### src/rtl/mem_arbiter_if.sv
// Bundle between the arbiter, its two requesters (fetch, load/store) and the memory bus.
// master = arbiter side; slave = requesters plus memory (the environment).
interface mem_arbiter_if;
    logic        f_valid;
    logic [31:0] f_addr;
    logic        f_ready;
    logic [31:0] f_rdata;

    logic        d_valid;
    logic [31:0] d_addr;
    logic [31:0] d_wdata;
    logic [3:0]  d_wstrb;
    logic        d_ready;
    logic [31:0] d_rdata;

    logic        mem_valid;
    logic [31:0] mem_addr;
    logic [31:0] mem_wdata;
    logic [3:0]  mem_wstrb;
    logic        mem_ready;
    logic [31:0] mem_rdata;

    logic        busy;
    logic        owner;
    logic        err;

    modport master (
        input  f_valid, f_addr, d_valid, d_addr, d_wdata, d_wstrb, mem_ready, mem_rdata,
        output f_ready, f_rdata, d_ready, d_rdata,
        output mem_valid, mem_addr, mem_wdata, mem_wstrb, busy, owner, err
    );

    modport slave (
        output f_valid, f_addr, d_valid, d_addr, d_wdata, d_wstrb, mem_ready, mem_rdata,
        input  f_ready, f_rdata, d_ready, d_rdata,
        input  mem_valid, mem_addr, mem_wdata, mem_wstrb, busy, owner, err
    );
endinterface

### src/rtl/mem_arbiter.sv
// Shares one memory bus between fetch and load/store, with a per-transaction watchdog; MEM_ARB_ROUND_ROBIN_EN selects round-robin ties.
// Latency: request in IDLE at edge N -> mem_valid from N+1; ready is combinational with mem_ready (or watchdog abort).
// Backpressure: one transaction in flight; requesters hold valid until their ready pulse, extra requests wait in IDLE.
module mem_arbiter #(
    parameter int unsigned TIMEOUT_CYCLES = 255
) (
    input  logic          clk,
    input  logic          rst,
    mem_arbiter_if.master bus
);

    localparam logic [7:0] WAIT_LAST = 8'(TIMEOUT_CYCLES - 1);

    typedef enum logic [1:0] {
        IDLE  = 2'd0,
        GNT_F = 2'd1,
        GNT_D = 2'd2
    } state_t;

    state_t      state_q, state_d;
    logic [31:0] addr_q, addr_d;
    logic [31:0] wdata_q, wdata_d;
    logic [3:0]  wstrb_q, wstrb_d;
    logic        owner_q, owner_d;
    logic        busy_q;
    logic [7:0]  wait_q, wait_d;

    logic        tie_to_d;
    logic        gnt_f, gnt_d;
    logic        abort;
    logic        f_ready_c, d_ready_c, err_c;
    logic [31:0] rdata_c;

`ifdef MEM_ARB_ROUND_ROBIN_EN
    // Resets to "data" so the very first tie is handed to fetch.
    logic last_gnt_q;

    always_ff @(posedge clk) begin
        if (rst) begin
            last_gnt_q <= 1'b1;
        end else if (state_q == IDLE && (gnt_f || gnt_d)) begin
            last_gnt_q <= gnt_d;
        end
    end

    assign tie_to_d = ~last_gnt_q;
`else
    assign tie_to_d = 1'b1;
`endif

    assign gnt_d = bus.d_valid & (~bus.f_valid | tie_to_d);
    assign gnt_f = bus.f_valid & ~gnt_d;
    assign abort = ~bus.mem_ready & (wait_q == WAIT_LAST);

    always_comb begin
        state_d   = state_q;
        addr_d    = addr_q;
        wdata_d   = wdata_q;
        wstrb_d   = wstrb_q;
        owner_d   = owner_q;
        wait_d    = wait_q;
        f_ready_c = 1'b0;
        d_ready_c = 1'b0;
        err_c     = 1'b0;
        rdata_c   = '0;

        case (state_q)
            IDLE: begin
                if (gnt_d) begin
                    state_d = GNT_D;
                    addr_d  = bus.d_addr;
                    wdata_d = bus.d_wdata;
                    wstrb_d = bus.d_wstrb;
                    owner_d = 1'b1;
                    wait_d  = '0;
                end else if (gnt_f) begin
                    state_d = GNT_F;
                    addr_d  = bus.f_addr;
                    wdata_d = '0;
                    wstrb_d = '0;
                    owner_d = 1'b0;
                    wait_d  = '0;
                end
            end

            GNT_F, GNT_D: begin
                // An acknowledge on the abort cycle still counts as a normal completion.
                if (bus.mem_ready) begin
                    rdata_c   = bus.mem_rdata;
                    f_ready_c = (state_q == GNT_F);
                    d_ready_c = (state_q == GNT_D);
                    state_d   = IDLE;
                end else if (abort) begin
                    f_ready_c = (state_q == GNT_F);
                    d_ready_c = (state_q == GNT_D);
                    err_c     = 1'b1;
                    state_d   = IDLE;
                end else begin
                    wait_d = wait_q + 8'd1;
                end
            end

            default: begin
                state_d = IDLE;
            end
        endcase
    end

    always_ff @(posedge clk) begin
        if (rst) begin
            state_q <= IDLE;
            addr_q  <= '0;
            wdata_q <= '0;
            wstrb_q <= '0;
            owner_q <= 1'b0;
            wait_q  <= '0;
            busy_q  <= 1'b0;
        end else begin
            state_q <= state_d;
            addr_q  <= addr_d;
            wdata_q <= wdata_d;
            wstrb_q <= wstrb_d;
            owner_q <= owner_d;
            wait_q  <= wait_d;
            busy_q  <= (state_d != IDLE);
        end
    end

    assign bus.mem_valid = busy_q;
    assign bus.busy      = busy_q;
    assign bus.mem_addr  = addr_q;
    assign bus.mem_wdata = wdata_q;
    assign bus.mem_wstrb = wstrb_q;
    assign bus.owner     = owner_q;
    assign bus.err       = err_c;
    assign bus.f_ready   = f_ready_c;
    assign bus.d_ready   = d_ready_c;
    assign bus.f_rdata   = f_ready_c ? rdata_c : '0;
    assign bus.d_rdata   = d_ready_c ? rdata_c : '0;

endmodule

### src/flat_wrapper.sv
// flat-port wrapper written by rule: the top's interface ports become plain ports
module mem_arbiter_flat 
#(
    parameter int unsigned TIMEOUT_CYCLES = 255
)
  (clk, rst, bus_f_valid, bus_f_addr, bus_d_valid, bus_d_addr, bus_d_wdata, bus_d_wstrb, bus_mem_ready, bus_mem_rdata, bus_f_ready, bus_f_rdata, bus_d_ready, bus_d_rdata, bus_mem_valid, bus_mem_addr, bus_mem_wdata, bus_mem_wstrb, bus_busy, bus_owner, bus_err);
  mem_arbiter_if bus_i ();
  input  logic clk;
  input  logic rst;
  input wire logic [$bits(bus_i.f_valid)-1:0] bus_f_valid;
  input wire logic [$bits(bus_i.f_addr)-1:0] bus_f_addr;
  input wire logic [$bits(bus_i.d_valid)-1:0] bus_d_valid;
  input wire logic [$bits(bus_i.d_addr)-1:0] bus_d_addr;
  input wire logic [$bits(bus_i.d_wdata)-1:0] bus_d_wdata;
  input wire logic [$bits(bus_i.d_wstrb)-1:0] bus_d_wstrb;
  input wire logic [$bits(bus_i.mem_ready)-1:0] bus_mem_ready;
  input wire logic [$bits(bus_i.mem_rdata)-1:0] bus_mem_rdata;
  output wire logic [$bits(bus_i.f_ready)-1:0] bus_f_ready;
  output wire logic [$bits(bus_i.f_rdata)-1:0] bus_f_rdata;
  output wire logic [$bits(bus_i.d_ready)-1:0] bus_d_ready;
  output wire logic [$bits(bus_i.d_rdata)-1:0] bus_d_rdata;
  output wire logic [$bits(bus_i.mem_valid)-1:0] bus_mem_valid;
  output wire logic [$bits(bus_i.mem_addr)-1:0] bus_mem_addr;
  output wire logic [$bits(bus_i.mem_wdata)-1:0] bus_mem_wdata;
  output wire logic [$bits(bus_i.mem_wstrb)-1:0] bus_mem_wstrb;
  output wire logic [$bits(bus_i.busy)-1:0] bus_busy;
  output wire logic [$bits(bus_i.owner)-1:0] bus_owner;
  output wire logic [$bits(bus_i.err)-1:0] bus_err;
  assign bus_i.f_valid = bus_f_valid;
  assign bus_i.f_addr = bus_f_addr;
  assign bus_i.d_valid = bus_d_valid;
  assign bus_i.d_addr = bus_d_addr;
  assign bus_i.d_wdata = bus_d_wdata;
  assign bus_i.d_wstrb = bus_d_wstrb;
  assign bus_i.mem_ready = bus_mem_ready;
  assign bus_i.mem_rdata = bus_mem_rdata;
  assign bus_f_ready = bus_i.f_ready;
  assign bus_f_rdata = bus_i.f_rdata;
  assign bus_d_ready = bus_i.d_ready;
  assign bus_d_rdata = bus_i.d_rdata;
  assign bus_mem_valid = bus_i.mem_valid;
  assign bus_mem_addr = bus_i.mem_addr;
  assign bus_mem_wdata = bus_i.mem_wdata;
  assign bus_mem_wstrb = bus_i.mem_wstrb;
  assign bus_busy = bus_i.busy;
  assign bus_owner = bus_i.owner;
  assign bus_err = bus_i.err;
  mem_arbiter #(.TIMEOUT_CYCLES(TIMEOUT_CYCLES)) u_core (.clk(clk), .rst(rst), .bus(bus_i));
endmodule
### config.mk
export PLATFORM = sky130hd
export DESIGN_NAME = mem_arbiter_flat
export DESIGN_NICKNAME = d
export VERILOG_FILES = /design/src/rtl/mem_arbiter_if.sv /design/src/rtl/mem_arbiter.sv /design/src/flat_wrapper.sv
export SDC_FILE = /design/constraint.sdc
export NUM_CORES = 1
export LEC_CHECK = 0
export BUFFER_PORTS_ARGS = -buffer_cell sky130_fd_sc_hd__buf_2
export CORE_MARGIN = 2
export CORE_UTILIZATION = 35
export CTS_BUF_LIST = sky130_fd_sc_hd__clkbuf_4
export CTS_CLUSTER_DIAMETER = 150
export DETAILED_ROUTE_END_ITERATION = 10
export PLACE_DENSITY = 0.7
export SYNTH_ARGS = -nofsm -noshare
export SYNTH_HDL_FRONTEND = slang
export SYNTH_SLANG_ARGS = --single-unit
export TNS_END_PERCENT = 1
### constraint.sdc
create_clock -name clk -period 2.7 [get_ports clk]
set_clock_uncertainty 0.15 [all_clocks]
set_input_delay 0.27 -clock clk [delete_from_list [all_inputs] [get_ports clk]]
set_output_delay 0.27 -clock clk [all_outputs]
set_load 0.02 [all_outputs]
==> flow_summary.json <==
{
  "cp_max_fo": 22,
  "end_kind": "output port",
  "min_path_type": "in -> reg",
  "diodes": 0,
  "area_growth_pct": 56.9,
  "grt_max_degree": 65,
  "antenna_found_initial": 0,
  "grt_pass1_wl_um": 19400,
  "avgSynthCellArea_sq_um": 8.28,
  "clock_latency_ps": 420,
  "r2r_end": "u_core.wait_q[4]",
  "synth_edf_count": 0,
  "yosysSeqAreaShare": 0.417,
  "synth_top_family_by_area": "simple AND/OR/NAND/NOR gates",
  "fin_setup_tns_ps": 0,
  "synth-seq-cells": 80,
  "num_rows": 38,
  "clockRootBuffer": "clkbuf_4",
  "whs_path_depth": 3,
  "port_buffers": 274,
  "crit_type": "reg -> out",
  "rsz0062_at_grt": "false",
  "required_ps": 2280,
  "min_to": "u_core.bus.mem_addr[4]",
  "die_y_um": 109,
  "synthesis.nets": 607,
  "leakagePower_uw": 0.00308,
  "gp_congestion": 0.810,
  "via_per_inst": 4.85,
  "outcome": "finished clean",
  "placed_area_sq_um": 5310,
  "period_needed_ps": 2460,
  "drt_iter0_markers": 252,
  "finalInstanceArea_sq_um": 6030,
  "totalWireLength_um": 12800,
  "fp.coreArea_sq_um": 10800,
  "worstRegToRegCells": 7,
  "clk_pin_slew_ps": 130,
  "slew_violations": 0,
  "grt_usage": 0.206,
  "overflow": 0,
  "muxShareOfSynthArea": 0.0833,
  "arrival_ps": 2040,
  "cts_setup_buffers": 0,
  "drive_above_1_share": 0.399,
  "yosysWarnings": 0,
  "hold_violations": 0,
  "synth-compound-area-share": 0.153,
  "synthAdderAreaFrac": 0.0195,
  "vias": 4444,
  "cts_tree": "built",
  "die-area_sq_um": 11800,
  "fin_util": 0.559,
  "ys_types": 38,
  "max_slew_margin": 0.543,
  "max_freq_mhz": 406,
  "initial_utilization": 0.356,
  "period_share": 0.911,
  "syn_inst": 464,
  "ys.flop_type": "dfxtp_1",
  "die_w_um": 109,
  "synthArstFlopShare": 0,
  "fill_cells": 1006,
  "syn_area_sq_um": 3840,
  "cts_buffer_depth": 2,
  "detail-route-antenna-nets": 0,
  "yosys.area_share.simple": 0.273,
  "ir_drop_uv": 309,
  "wl_per_cell_um": 13.9,
  "clock-sinks": 80,
  "cts_buffers": 9,
  "reg2reg_from": "u_core.state_q[1]",
  "remaining_drc_errors": 0,
  "place_hpwl_um": 8760,
  "nets": 915,
  "htree_levels": 3,
  "setup_viol": 0,
  "ff2ff_setup_slack_ps": 610,
  "cellPowerDensity_nw_per_um2": 485,
  "first_global_vias": 4186,
  "synthXorXnorAreaFrac": 0.00684,
  "min_from": "bus_d_addr[4]",
  "drt_first_pass_iters": 7,
  "drv_cap": 0,
  "ios": 275,
  "start_kind": "flop",
  "tightestPinTransition_ps": 685
}
## cell usage after synthesis, types with 2 or more instances
cell type | number | area [sq um]
ha_1 | 6 | 75.1
nor2_1 | 45 | 169
inv_1 | 5 | 18.8
and3_1 | 3 | 18.8
a211oi_1 | 35 | 263
nor3_1 | 2 | 10.0
dfxtp_1 | 80 | 1600
clkbuf_1 | 25 | 93.8
mux2i_1 | 32 | 320
a21oi_1 | 41 | 205
nand2_1 | 45 | 169
and2_1 | 64 | 400
buf_2 | 11 | 55.1
o21ai_0 | 2 | 10.0
xnor2_1 | 2 | 17.5
nand3_1 | 39 | 195
buf_1 | 2 | 7.51
nand2b_1 | 4 | 25.0
nand4_1 | 2 | 12.5
## worst max-delay path by stage
stage	startpoint	end	slack [ps]	depth (start not counted)
2_1_floorplan	u_core.state_q[0]	bus_f_rdata[10]	620	6
3_3_place_gp	u_core.state_q[0]	bus_d_rdata[13]	530	6
3_5_place_dp	u_core.state_q[0]	bus_d_rdata[2]	380	6
4_1_cts	u_core.state_q[0]	bus_d_rdata[2]	40	6
5_1_grt	u_core.state_q[1]	bus_d_rdata[5]	60	6
6_report	u_core.state_q[1]	bus_d_rdata[2]	240	6
## area by class of cell
cell class / count / area, sq um / share of cell area
Multi-Input combinational cell: 340 / 2080 / 0.345
Timing Repair Buffer: 336 / 1990 / 0.329
Sequential cell: 80 / 1600 / 0.266
Tap cell: 140 / 175 / 0.0290
Clock inverter: 6 / 91.3 / 0.0151
Clock buffer: 10 / 75.1 / 0.0124
Inverter: 5 / 18.8 / 0.00311
## cell usage in the layout, fill, tap and decap left out, types with 2 or more instances in the layout
master and n:
and3_1 2, nor3_1 2, a21oi_1 41, clkinv_4 2, dlygate4sd3_1 54, nand4_1 2
and2_1 64, nand2_1 45, mux2i_1 32, bufinv_16 2, nand3_1 39, a211oi_1 35
nor2_1 45, inv_1 5, clkbuf_4 10, buf_4 8, dfxtp_1 79, buf_2 273
ha_1 5, nand2b_1 4, xnor2_1 2
## layer usage
metal / part of all wire / routed length [um] / global-route usage
met1: 0.38 / 4890 / 0.214
met2: 0.52 / 6630 / 0.392
met3: 0.073 / 937 / 0.0538
met4: 0.024 / 303 / 0.0815
met5: 0 / 0 / 0
## metrics by stage
step                      std cells  hold WS (ps)  setup slack (ps)  total power, uW
after global routing            917          3.10              61.3             3080
after floorplan                 464           193               618             1780
after detailed placement        847           290               377             2060
final                           917          36.1               240             2920
after CTS                       917         0.331              35.8             2940
after global placement          847           285               526             2040
## worst max-delay path, cell delays in order (launching register included)
cell and delay (ps):
dfxtp_1 400, inv_1 110, ha_4 340, and3_4 250, buf_4 210, and2_1 150, buf_2 160
## power by group
group          switching (uW)  internal (uW)  total, uW
logic                     457            324        782
clock network             423            391        814
registers                49.6           1280       1330
total                     930           1990       2920
## cell families (layout without fill, tap and decap cells)
family	count (synthesis)	after routing
buf+inv	44	357
simple gates	210	210
fa+ha+maj	6	6
flops	80	80
compound gates	89	89
mux	32	32
xor+xnor	3	3
## flip-flops by register name, summed over array words and instances (netlist names)
name and count:
u_core.bus.mem_wdata 32, u_core.bus.mem_wstrb 4, u_core.state_q 2, u_core.bus.busy 1, u_core.bus.owner 1, u_core.wait_q 8, u_core.bus.mem_addr 32
## timing repair
| action | in CTS | in global routing |
|---|---|---|
| gates resized for setup | 2 | 3 |
| endpoints found under the hold margin | 50 | 0 |
| hold buffers | 54 | 0 |
| cloned | 0 | 0 |
| endpoints found under the setup margin | 22 | 54 |
(Power assumes the default switching activity.)
